<file path="config.mk">
export PLATFORM = sky130hd
export DESIGN_NAME = udp_header_builder
export DESIGN_NICKNAME = d
export VERILOG_FILES = /design/src/rtl/udp_header_builder.sv
export SDC_FILE = /design/constraint.sdc
export NUM_CORES = 1
export LEC_CHECK = 0
export BUFFER_PORTS_ARGS = -buffer_cell sky130_fd_sc_hd__buf_2
export CAP_MARGIN = 20
export CORE_UTILIZATION = 35
export CTS_CLUSTER_DIAMETER = 30
export DETAILED_ROUTE_END_ITERATION = 10
export HOLD_SLACK_MARGIN = 0.1
export REMOVE_ABC_BUFFERS = 1
export SLEW_MARGIN = 20
export SYNTH_ARGS = -nofsm -noshare
export SYNTH_HDL_FRONTEND = slang
export SYNTH_SLANG_ARGS = --single-unit
</file>
<file path="constraint.sdc">
create_clock -name clk -period 37.6 [get_ports clk]
set_input_delay 7.52 -clock clk [delete_from_list [all_inputs] [get_ports clk]]
set_output_delay 7.52 -clock clk [all_outputs]
set_load 0.05 [all_outputs]
</file>
<file path="src/rtl/udp_header_builder.sv">
// udp_header_builder: prepends a 42-byte Ethernet/IPv4/UDP header to a payload stream.
// Define PANIC_TX_IP_CSUM_EN to fill in the IPv4 header checksum.
module udp_header_builder #(
  parameter int          DATA_WIDTH = 256,
  parameter int          KEEP_WIDTH = DATA_WIDTH / 8,
  parameter logic [47:0] DST_MAC    = 48'h02_00_00_00_00_02,
  parameter logic [47:0] SRC_MAC    = 48'h02_00_00_00_00_01,
  parameter logic [7:0]  IP_TTL     = 8'd64
) (
  input  logic                  clk,
  input  logic                  rst,
  input  logic                  s_desc_valid,
  output logic                  s_desc_ready,
  input  logic [31:0]           s_desc_ip_src,
  input  logic [31:0]           s_desc_ip_dest,
  input  logic [15:0]           s_desc_port_src,
  input  logic [15:0]           s_desc_port_dest,
  input  logic [15:0]           s_desc_payload_len,
  input  logic [DATA_WIDTH-1:0] s_axis_tdata,
  input  logic [KEEP_WIDTH-1:0] s_axis_tkeep,
  input  logic                  s_axis_tvalid,
  output logic                  s_axis_tready,
  input  logic                  s_axis_tlast,
  output logic [DATA_WIDTH-1:0] m_axis_tdata,
  output logic [KEEP_WIDTH-1:0] m_axis_tkeep,
  output logic                  m_axis_tvalid,
  input  logic                  m_axis_tready,
  output logic                  m_axis_tlast,
  output logic                  m_len_err
);

  localparam int HDR_LEN  = 42;
  localparam int HDR_FULL = HDR_LEN / KEEP_WIDTH;
  localparam int OFF      = HDR_LEN % KEEP_WIDTH;
  localparam int TAKE     = KEEP_WIDTH - OFF;
  localparam int PAD_W    = (HDR_FULL + 1) * DATA_WIDTH;
  localparam logic [1:0] HDR_LAST = 2'(HDR_FULL - 1);

  if (DATA_WIDTH != 128 && DATA_WIDTH != 256 &&
      DATA_WIDTH != 512) begin : g_bad_width
    $error("udp_header_builder: DATA_WIDTH must be 128/256/512");
  end
  if (KEEP_WIDTH * 8 != DATA_WIDTH) begin : g_bad_keep
    $error("udp_header_builder: KEEP_WIDTH must be DATA_WIDTH/8");
  end

  typedef enum logic [2:0] {
    IDLE, CALC, HDR, MERGE, FLUSH
  } state_t;

  state_t state, state_d;

  logic [31:0]           ip_src_q, ip_dst_q;
  logic [15:0]           port_src_q, port_dst_q, len_q;
  logic [15:0]           csum_q, csum_d, csum_c, csum_use;
  logic [15:0]           ip_len, udp_len;
  logic [1:0]            hdr_cnt, hdr_cnt_d;
  logic [OFF*8-1:0]      resid, resid_d, hdr_tail;
  logic [15:0]           cnt, cnt_d;
  logic [KEEP_WIDTH-1:0] flush_keep, flush_keep_d;
  logic                  err_d;
  logic                  out_ld, out_last;
  logic [DATA_WIDTH-1:0] out_data;
  logic [KEEP_WIDTH-1:0] out_keep;
  logic                  ld, desc_fire, in_fire;
  logic [7:0]            hb [HDR_LEN];
  logic [PAD_W-1:0]      hdr_pad;
  int                    n_bytes;
  int                    hdr_base;

  function automatic logic [KEEP_WIDTH-1:0] low_mask(input int k);
    logic [KEEP_WIDTH-1:0] m;
    m = '0;
    for (int i = 0; i < KEEP_WIDTH; i++) m[i] = (i < k);
    return m;
  endfunction

  assign ld        = !m_axis_tvalid || m_axis_tready;
  assign s_desc_ready  = (state == IDLE) && !rst;
  assign s_axis_tready = (state == MERGE) && ld && (len_q != 16'h0);
  assign desc_fire = s_desc_valid && s_desc_ready;
  assign in_fire   = s_axis_tvalid && s_axis_tready;
  assign ip_len    = len_q + 16'd28;
  assign udp_len   = len_q + 16'd8;

`ifdef PANIC_TX_IP_CSUM_EN
  logic [19:0] csum_sum;
  logic [16:0] csum_f1;
  logic [15:0] csum_f2;

  always_comb begin
    csum_sum = 20'h04500 + 20'(ip_len) + 20'h04000
             + 20'({IP_TTL, 8'h11})
             + 20'(ip_src_q[31:16]) + 20'(ip_src_q[15:0])
             + 20'(ip_dst_q[31:16]) + 20'(ip_dst_q[15:0]);
    csum_f1 = 17'(csum_sum[15:0]) + 17'(csum_sum[19:16]);
    csum_f2 = csum_f1[15:0] + 16'(csum_f1[16]);
    csum_c  = ~csum_f2;
  end
`else
  assign csum_c = 16'h0000;
`endif

  // CALC may need the header tail before csum_q is loaded
  assign csum_use = (state == CALC) ? csum_c : csum_q;

  always_comb begin
    for (int i = 0; i < 6; i++) begin
      hb[i]     = DST_MAC[47-8*i -: 8];
      hb[6 + i] = SRC_MAC[47-8*i -: 8];
    end
    hb[12] = 8'h08;
    hb[13] = 8'h00;
    hb[14] = 8'h45;
    hb[15] = 8'h00;
    hb[16] = ip_len[15:8];
    hb[17] = ip_len[7:0];
    hb[18] = 8'h00;
    hb[19] = 8'h00;
    hb[20] = 8'h40;
    hb[21] = 8'h00;
    hb[22] = IP_TTL;
    hb[23] = 8'h11;
    hb[24] = csum_use[15:8];
    hb[25] = csum_use[7:0];
    for (int i = 0; i < 4; i++) begin
      hb[26 + i] = ip_src_q[31-8*i -: 8];
      hb[30 + i] = ip_dst_q[31-8*i -: 8];
    end
    hb[34] = port_src_q[15:8];
    hb[35] = port_src_q[7:0];
    hb[36] = port_dst_q[15:8];
    hb[37] = port_dst_q[7:0];
    hb[38] = udp_len[15:8];
    hb[39] = udp_len[7:0];
    hb[40] = 8'h00;
    hb[41] = 8'h00;
    hdr_pad = '0;
    for (int i = 0; i < HDR_LEN; i++) hdr_pad[i*8 +: 8] = hb[i];
  end

  assign hdr_tail = hdr_pad[HDR_FULL*DATA_WIDTH +: OFF*8];
  assign hdr_base = int'(hdr_cnt) * DATA_WIDTH;

  always_comb begin
    n_bytes = 0;
    for (int i = 0; i < KEEP_WIDTH; i++)
      if (s_axis_tkeep[i]) n_bytes++;
  end

  always_comb begin
    state_d      = state;
    hdr_cnt_d    = hdr_cnt;
    resid_d      = resid;
    cnt_d        = cnt;
    flush_keep_d = flush_keep;
    csum_d       = csum_q;
    err_d        = 1'b0;
    out_ld       = 1'b0;
    out_data     = '0;
    out_keep     = '0;
    out_last     = 1'b0;
    unique case (state)
      IDLE: begin
        if (desc_fire) begin
          state_d = CALC;
          cnt_d   = '0;
        end
      end
      CALC: begin
        csum_d    = csum_c;
        hdr_cnt_d = '0;
        if (HDR_FULL > 0) begin
          state_d = HDR;
        end else begin
          state_d = MERGE;
          resid_d = hdr_tail;
        end
      end
      HDR: begin
        if (ld) begin
          out_ld   = 1'b1;
          out_data = hdr_pad[hdr_base +: DATA_WIDTH];
          out_keep = '1;
          if (hdr_cnt == HDR_LAST) begin
            state_d = MERGE;
            resid_d = hdr_tail;
          end else begin
            hdr_cnt_d = hdr_cnt + 2'd1;
          end
        end
      end
      MERGE: begin
        if (len_q == 16'h0) begin
          if (ld) begin
            out_ld   = 1'b1;
            out_data = {{(TAKE*8){1'b0}}, resid};
            out_keep = low_mask(OFF);
            out_last = 1'b1;
            err_d    = (cnt != len_q);
            state_d  = IDLE;
          end
        end else if (in_fire) begin
          out_ld   = 1'b1;
          out_data = {s_axis_tdata[TAKE*8-1:0], resid};
          out_keep = '1;
          resid_d  = s_axis_tdata[DATA_WIDTH-1 -: OFF*8];
          cnt_d    = cnt + 16'(n_bytes);
          if (s_axis_tlast) begin
            err_d = (cnt_d != len_q);
            if (n_bytes <= TAKE) begin
              out_keep = low_mask(OFF + n_bytes);
              out_last = 1'b1;
              state_d  = IDLE;
            end else begin
              flush_keep_d = low_mask(n_bytes - TAKE);
              state_d      = FLUSH;
            end
          end
        end
      end
      FLUSH: begin
        if (ld) begin
          out_ld   = 1'b1;
          out_data = {{(TAKE*8){1'b0}}, resid};
          out_keep = flush_keep;
          out_last = 1'b1;
          state_d  = IDLE;
        end
      end
      default: state_d = IDLE;
    endcase
  end

  always_ff @(posedge clk or posedge rst) begin
    if (rst) begin
      state         <= IDLE;
      hdr_cnt       <= '0;
      resid         <= '0;
      cnt           <= '0;
      flush_keep    <= '0;
      csum_q        <= '0;
      ip_src_q      <= '0;
      ip_dst_q      <= '0;
      port_src_q    <= '0;
      port_dst_q    <= '0;
      len_q         <= '0;
      m_len_err     <= 1'b0;
      m_axis_tvalid <= 1'b0;
      m_axis_tdata  <= '0;
      m_axis_tkeep  <= '0;
      m_axis_tlast  <= 1'b0;
    end else begin
      state      <= state_d;
      hdr_cnt    <= hdr_cnt_d;
      resid      <= resid_d;
      cnt        <= cnt_d;
      flush_keep <= flush_keep_d;
      csum_q     <= csum_d;
      m_len_err  <= err_d;
      if (desc_fire) begin
        ip_src_q   <= s_desc_ip_src;
        ip_dst_q   <= s_desc_ip_dest;
        port_src_q <= s_desc_port_src;
        port_dst_q <= s_desc_port_dest;
        len_q      <= s_desc_payload_len;
      end
      if (out_ld) begin
        m_axis_tvalid <= 1'b1;
        m_axis_tdata  <= out_data;
        m_axis_tkeep  <= out_keep;
        m_axis_tlast  <= out_last;
      end else if (m_axis_tready) begin
        m_axis_tvalid <= 1'b0;
      end
    end
  end

endmodule

</file>
### After elaboration in Yosys (flattened, before gate mapping)

Cells that the tools add are included.

* $mul: 0
* reductions and logical operators: 22
* order comparisons: 65
* multiplexer cells: 83
* bitwise gates (word level): 2
* shifts and indexed selects: 1
* add/sub/neg operators: 37
* div/mod/pow operators: 0
* eq/ne operators: 14

Operators by type and width (number)
* two-way mux 32 bit: 37
* < comparator 6 x 32 -> 1 bit (first input constant): 32
* adder 32 x 2 -> 32 bit (second input constant): 31
* two-way mux 256 bit: 3
* case mux 256 bit (3 select lines): 1
* < comparator 5 x 32 -> 1 bit (first input constant): 16
* variable part select 512 x 11 -> 256 bit: 1
* two-way mux 80 bit: 5
* < comparator 4 x 32 -> 1 bit (first input constant): 8
* case mux 80 bit (2 select lines): 1
* < comparator 3 x 32 -> 1 bit (first input constant): 4
* case mux 32 bit (3 select lines): 1
* < comparator 1 x 32 -> 1 bit (first input constant): 2
* < comparator 2 x 32 -> 1 bit (first input constant): 2
* two-way mux 16 bit: 4
* adder 5 x 32 -> 32 bit (first input constant): 1
* less-or-equal comparator 32 x 6 -> 1 bit (second input constant): 1
* inequality test 16 bit: 2
* case mux 16 bit (2 select lines): 1
* subtractor 32 x 6 -> 32 bit (second input constant): 1
* two-way mux 3 bit: 8
* adder 16 bit: 1
* adder 16 x 4 -> 16 bit (second input constant): 1
* adder 16 x 5 -> 16 bit (second input constant): 1
* 25 further kinds: 59

* output and inout port bits: 293
* RAM bits: 0
* word-level logic and storage cells: 240
* bits of input ports: 406
* bits in latches: 0
* ROM bits: 0
* memories kept: 0
* register bits after elaboration: 552

### Logic depth before layout (Yosys ltp)

Gate-level depths: netlist (run 1).

* depth in word-level cells: 70
* depth in mapped cells: 125
* gate-level depth less buffers: 125

### Worst setup path before layout (run 1)

No wires, ideal clock.

* path type: in2reg
* start point: in s_axis_tkeep[0]
* end point: reg m_len_err
* data required time: 37.480 ns
* slack: 9.973 ns
* path buffers: 2
* setup time: 0.120 ns
* arrival: 27.507 ns
* stages: 124
* path through: inv_1 ha_1 buf_4 xnor3_1 inv_4 ha_1 nand2b_1 o41ai_1 nor2_1 ha_1 nand2_1 o31ai_2 ha_1 nand2b_1 o21a_1 ha_1 inv_1 a22o_1 (+88 left out) xnor2_2 buf_2 inv_1 ha_1 a21oi_1 o21ai_0 a21oi_1 o21ai_0 a21oi_1 o21bai_1 a21oi_1 o21bai_1 a21oi_1 xnor2_1 xnor2_1 nand4_1 a21oi_1 nor2_1

* word-level cells in the longest chain between the ends: 69

Ends and longest elaborated chain
* start, declared: line 20 `input logic [KEEP_WIDTH-1:0] s_axis_tkeep,`
* two-way mux 1 bit *: line 148 `if (s_axis_tkeep[i]) n_bytes++;`
* adder 32 x 2 -> 32 bit: line 148
* two-way mux 32 bit *: line 148
* adder 32 x 2 -> 32 bit: line 148
* two-way mux 32 bit *: line 148
* adder 32 x 2 -> 32 bit: line 148
* two-way mux 32 bit *: line 148
* adder 32 x 2 -> 32 bit: line 148
* (+54 left out)
* two-way mux 32 bit *: line 148
* adder 16 bit *: line 208 `cnt_d = cnt + 16'(n_bytes);`
* inequality test 16 bit *: line 210 `err_d = (cnt_d != len_q);`
* two-way mux 1 bit *: line 209 `if (s_axis_tlast) begin`
* two-way mux 1 bit *: line 203 `end else if (in_fire) begin`
* two-way mux 1 bit *: line 194 `if (len_q == 16'h0) begin`
* two-way mux 1 bit *: line 163 `unique case (state)`
* net err_d: line 61 `logic err_d;`
* end signal, assigned: line 260 `m_len_err <= err_d;`
* end, declared: line 29 `output logic m_len_err`

Mark *: on every way through the listed nets, which the timed path passes. The rest lies on a longest branch.
A chain may end at the register's enable or synchronous reset.

### Worst setup path after layout (run 1)

Ends and elaborated chain as after synthesis.

==> results_dict.tcl, run 1 <==
set metrics [dict create \
    status "complete, no violations" \
    cts_root_buffer "clkbuf_16" \
    synth_compound_area_share_pct 17.9 \
    io_buffers 698 \
    clk_pin_slew_worst_paths_ps 50 \
    ys_seq_area_share_pct 45.0 \
    grt_max_degree 179 \
    synth_top_family_by_area "compound AO/OA/AOI/OAI gates" \
    die_w_um 298 \
    max_cap_violations 0 \
    most-common-layout-cells "buf_2, dfrtp_1, nand2_1" \
    cts_tree "built" \
    tightest_slew_ps 1050 \
    nFillCells 8241 \
    fin_crit_ps 29680 \
    fin_crit_sh_pct 78.9 \
    synth_edf_count 0 \
    cp-start-kind "primary input" \
    worstPathRequired_ps 38180 \
    max_stage_delay_ps 540 \
    die_h_um 298 \
    crit_slowest_cell "xnor3_1" \
    setup_viol 0 \
    dr_total_vias 26500 \
    clock_skew_ps 35.2 \
    rows 108 \
    core-area_sq_um 86900 \
    layout-drive-gt1-share_pct 31.7 \
    cp.buffers_inverters 16 \
    synth_warnings 0 \
    rsz0062_at_grt "no" \
    timing.fmax_ghz 0.0337 \
    syn_area_sq_um 30700 \
    cts_buffers 135 \
    arrival_ps 30270 \
    post_cts_buffers 0 \
    hold_violations 0 \
    drc 0 \
    areaGrowthSynthToFinish_pct 30.6 \
    yosysTopAreaCell "dfrtp_1" \
    ys_types 110 \
    hp-class "register to register" \
    place.gp.congestion 0.871 \
    grt_pass1_vias 26400 \
    synth_seq_cells 552 \
    synth_mux_area_share_pct 8.48 \
    slew_headroom_pct 30.1 \
    initialDrtViolationCount 2269 \
    fin_tns_setup_ps 0 \
    dieArea_sq_um 88900 \
    grtUsageTotal_pct 23.6 \
    via_per_inst 5.32 \
    wl_per_cell_um 21.4 \
    num_io_pins 699 \
    synth_xor_area_share_pct 8.51 \
    yosysTopAreaCellShare_pct 45.0 \
    ant_nets 0 \
    synthAdderAreaFrac_pct 2.30 \
    first_pass_iters 7 \
    path_common_cell "ha_1" \
    critPathKind "primary input to register" \
    async_flop_share_pct 100 \
    h-tree-depth 4 \
    ctsResizeCount 0 \
    synth.avg_cell_area_sq_um 10.1 \
    antenna_found_initial 26 \
    path_max_fanout 16 \
    start_util_pct 35.4 \
    ys.flop_type "dfrtp_1" \
    path_delay_family "adder cells" \
    finalNetCount 4162 \
    finalMaxSlewViolations 0 \
    overflow 0 \
    clock-sinks 552 \
    clock_path_buffers 3 \
    final_common_cell "buf_2" \
    synth_simple_gate_area_share_pct 13.6 \
    grt_pass1_wl_um 162000 \
    dp_hpwl_um 75300 \
    synth_cells 3027 \
    drt-total-wl_um 107000 \
    cp-end-kind "register" \
    clock_latency_ps 720 \
    yosys-top-cells-area "dfrtp_1, mux2_2, nand2_1" \
    cts-hold-fix-buffers 0 \
]
-- flip-flops by register name, summed over array words and instances, names as in the netlist --
signal and flops:
state 3, len_q 16, ip_dst_q 32, port_dst_q 16
hdr_cnt 2, csum_q 16, m_axis_tlast 1, port_src_q 16
ip_src_q 32, flush_keep 32, m_axis_tvalid 1, m_len_err 1
resid 80, cnt 16, m_axis_tdata 256, m_axis_tkeep 32
-- worst register-to-register path: stages, from the launching register on --
cell,delay [ps]
dfrtp_1,660
inv_1,350
ha_1,320
nor4b_1,180
and4_1,270
o21ai_0,830
nand2_4,690
nor2_4,540
buf_12,260
buf_4,750
buf_4,840
a22oi_1,210
nand2_1,120
-- worst paths after layout --
path                                       start                            end  slack, ps  cells past startpoint
setup reg to reg            len_q[2]$_DFFE_PP0P_  m_axis_tdata[132]$_DFFE_PP0P_      31520                     12
setup / recovery                 s_axis_tkeep[0]            m_len_err$_DFF_PP0_       7920                    125
min in group asynchronous                    rst            cnt[14]$_DFFE_PP0P_       6960                      2
hold reg to reg            resid[65]$_DFFE_PP0P_   m_axis_tdata[65]$_DFFE_PP0P_        440                      2
max in group asynchronous                    rst           len_q[5]$_DFFE_PP0P_      28550                      4
hold / removal             resid[65]$_DFFE_PP0P_   m_axis_tdata[65]$_DFFE_PP0P_        440                      2
-- cells by family (layout without fill, tap and decap cells) --
kind of cell | after synthesis | in the layout
buffers and inverters | 327 | 1102
other | 1 | 21
flip-flops | 552 | 552
multiplexers | 230 | 230
XOR/XNOR | 229 | 229
AND/OR/NAND/NOR | 881 | 881
adder cells (fa/ha/maj) | 56 | 56
AO/OA/AOI/OAI | 751 | 751
-- cell type report --
cell class                 instances  area [sq um]  share of cell area, %
antenna                           15          37.5                 0.0936
clock buffer                     182          3870                   9.65
clock inverter                    61           971                   2.42
inverter                         125           479                   1.19
multi-input combinational       2153         15700                   39.1
sequential                       552         13800                   34.4
tap                             1155          1450                   3.60
timing repair buffer             734          3790                   9.46
-- through the flow --
| stage | hold slack, ps | cells | setup WS, ps | utilization [%] | area [sq um] |
|---|---|---|---|---|---|
| 4_1_cts | 452 | 4961 | 8060 | 46.1 | 40000 |
| 5_1_grt | 471 | 4969 | 5610 | 46.1 | 40100 |
| 2_1_floorplan | 439 | 2830 | 9920 | - | 29900 |
| 6_report | 443 | 4977 | 7920 | 46.2 | 40100 |
| 3_5_place_dp | 448 | 4718 | 7360 | 40.5 | 35200 |
| 3_3_place_gp | 445 | 4718 | 8040 | 40.5 | 35200 |
-- routing by layer --
layer / vias up / share of wire, % / global-route usage (%) / wire [um]
met5: - / 0.10 / 0 / 112
met4: 16 / 2.8 / 8.82 / 2970
li1: 12400 / - / - / -
met2: 992 / 44 / 35.8 / 47400
met3: 203 / 8.2 / 6.96 / 8760
met1: 12900 / 44 / 31.7 / 47500
-- Yosys cell counts (all sizes together) (6+ instances only) --
library cell / number
a222oi: 56
o31a: 8
clkbuf: 170
ha: 54
a221o: 62
o22ai: 25
and2: 39
nand3b: 9
a22oi: 26
a21boi: 11
a211oi: 9
mux2i: 75
a21o: 13
a31o: 7
nand2: 342
a221oi: 17
nor2b: 12
xor2: 61
nand4: 20
a21oi: 107
xnor3: 17
o211a: 6
a22o: 89
buf: 32
or2: 11
nor4: 13
or3: 11
and3: 67
o31ai: 18
a31oi: 24
o211ai: 21
nor3: 29
nand3: 101
nand2b: 24
nor3b: 7
inv: 123
o21ai: 182
o21a: 9
xnor2: 147
mux2: 155
dfrtp: 552
nor2: 172
Power of run 1 is left out: the tool's default activity adds up to more than one toggle a clock period on the data nets, which glitch-free logic cannot reach.
==> run 2, diff against run 1 <==
==> constraint.sdc (replaced) <==
create_clock -name clk -period 28.1 [get_ports clk]
set_input_delay 5.62 -clock clk [delete_from_list [all_inputs] [get_ports clk]]
set_output_delay 5.62 -clock clk [all_outputs]
set_load 0.05 [all_outputs]
==> run 2 against run 1 <==
Against the previous run: final cell count grew 0.26%; worst hold slack gained 16 ps; via count grew 1.0%; sequential share of layout area shrank 0.35 points; highest routed layer unchanged; global-route usage shrank 0.057 points; critical path depth shrank 4; non-clock buffer count grew 9; flip-flop and latch count is the same; register-to-register slack lost 7900 ps; clock skew grew 12 ps; count of clock-buffer cells in the layout shrank 3; first-iteration DRC count grew 2.4%.
==> results_dict.tcl, run 2 (synthesis results as in run 1) <==
set metrics [dict create \
    cp-end-kind "register" \
    io_buffers 698 \
    die_h_um 298 \
    finalMaxSlewViolations 0 \
    clock_latency_ps 730 \
    cts_buffers 136 \
    hold-path-cell-count 2 \
    grt_max_degree 180 \
    path_max_fanout 9 \
    drt-total-wl_um 107000 \
    cp-start-kind "primary input" \
    largest_registers "m_axis_tdata x256, resid x80" \
    ff2ff_path_depth 11 \
    cp.depth 121 \
    clk_pin_slew_worst_paths_ps 40 \
    tightest_slew_ps 1050 \
    rows 108 \
    num_io_pins 699 \
    initialDrtViolationCount 2324 \
    via_per_inst 5.36 \
    layout-drive-gt1-share_pct 32.7 \
    ant_nets 0 \
    setup_viol 0 \
    place.gp.congestion 0.865 \
    cts_tree "built" \
    max_stage_delay_ps 410 \
    arrival_ps 26690 \
    wl_per_cell_um 21.4 \
    worstPathRequired_ps 28690 \
    path_common_cell "ha_1" \
    max_cap_violations 0 \
    first_pass_iters 8 \
    dr_total_vias 26800 \
    final_common_cell "buf_2" \
    antenna_found_initial 31 \
    h-tree-depth 4 \
    dpl_cell_area_sq_um 35300 \
    grtUsageTotal_pct 23.6 \
    top_register "m_axis_tdata" \
    slew_headroom_pct 30.2 \
    clock_path_buffers 3 \
    grt_pass1_vias 26100 \
    hold_violations 0 \
    status "complete, no violations" \
    final_area_sq_um 40500 \
    most-common-layout-cells "buf_2, dfrtp_1, nand2_1" \
    path_delay_family "adder cells" \
    cp.buffers_inverters 14 \
    dieArea_sq_um 88900 \
    drc 0 \
    core-area_sq_um 86900 \
    start_util_pct 35.4 \
    fin_crit_ps 26100 \
    areaGrowthSynthToFinish_pct 31.9 \
    grt_pass1_wl_um 162000 \
    timing.fmax_ghz 0.0383 \
    finalNetCount 4172 \
    fin_crit_sh_pct 92.9 \
    final_util_pct 46.6 \
    clock_skew_ps 47.1 \
    largest_register_ffs 256 \
    cts_root_buffer "clkbuf_16" \
    hp-class "register to register" \
    dp_hpwl_um 74900 \
    clock-sinks 552 \
    die_w_um 298 \
    overflow 0 \
    crit_slowest_cell "ha_2" \
    critPathKind "primary input to register" \
]
==> run 2: cell type report <==
class	count	area, sq um
clock buffer	179	3900
sequential	552	13800
multi-input combinational	2153	15800
antenna	10	25.0
clock inverter	73	1220
tap	1155	1450
fill	8111	46400
timing repair buffer	743	3860
inverter	125	483
==> run 2: routing by layer <==
metal,global-route usage [%],share of wire (%),vias to the layer above
li1,-,-,12400
met1,31.0,44,13100
met2,36.5,45,1065
met3,8.04,9.0,208
met4,7.00,2.2,30
met5,0,0.18,-
==> run 2: path summary, 6_finish.rpt <==
path | from | endpoint | slack (ps)
setup / recovery | s_axis_tkeep[1] | m_len_err$_DFF_PP0_ | 2000
max in group asynchronous | rst | resid[38]$_DFFE_PP0P_ | 20060
setup reg to reg | len_q[3]$_DFFE_PP0P_ | m_axis_tdata[132]$_DFFE_PP0P_ | 23600
min in group asynchronous | rst | state[0]$_DFFE_PP0P_ | 5120
hold / removal | resid[78]$_DFFE_PP0P_ | m_axis_tdata[78]$_DFFE_PP0P_ | 460
hold reg to reg | resid[78]$_DFFE_PP0P_ | m_axis_tdata[78]$_DFFE_PP0P_ | 460
==> run 2: metrics by stage <==
step,hold WS [ps],cells,TNS (ps),setup WS (ps)
final,459,4990,0,2000
after global routing,489,4981,-70.9,-70.9
after CTS,461,4976,0,766
after detailed placement,452,4724,0,66.5
after global placement,445,4724,0,759
after floorplan,439,2830,0,2320
==> run 2: worst register-to-register path: stages (launching register included) <==
cell and delay, ps:
dfrtp_1 310, buf_4 200, inv_1 230, ha_1 260, nor4b_1 170, and4_1 280, o21ai_0 800, nand2_4 670
nor2_4 350, buf_12 550, a22oi_1 510, nand2_1 120
==> run 2: timing repair <==
item	CTS	global route
setup buffers	0	4
hold buffers	0	0
gates resized for setup	0	24
endpoints found under the setup margin	0	72
Power of run 2 is left out for the same reason.
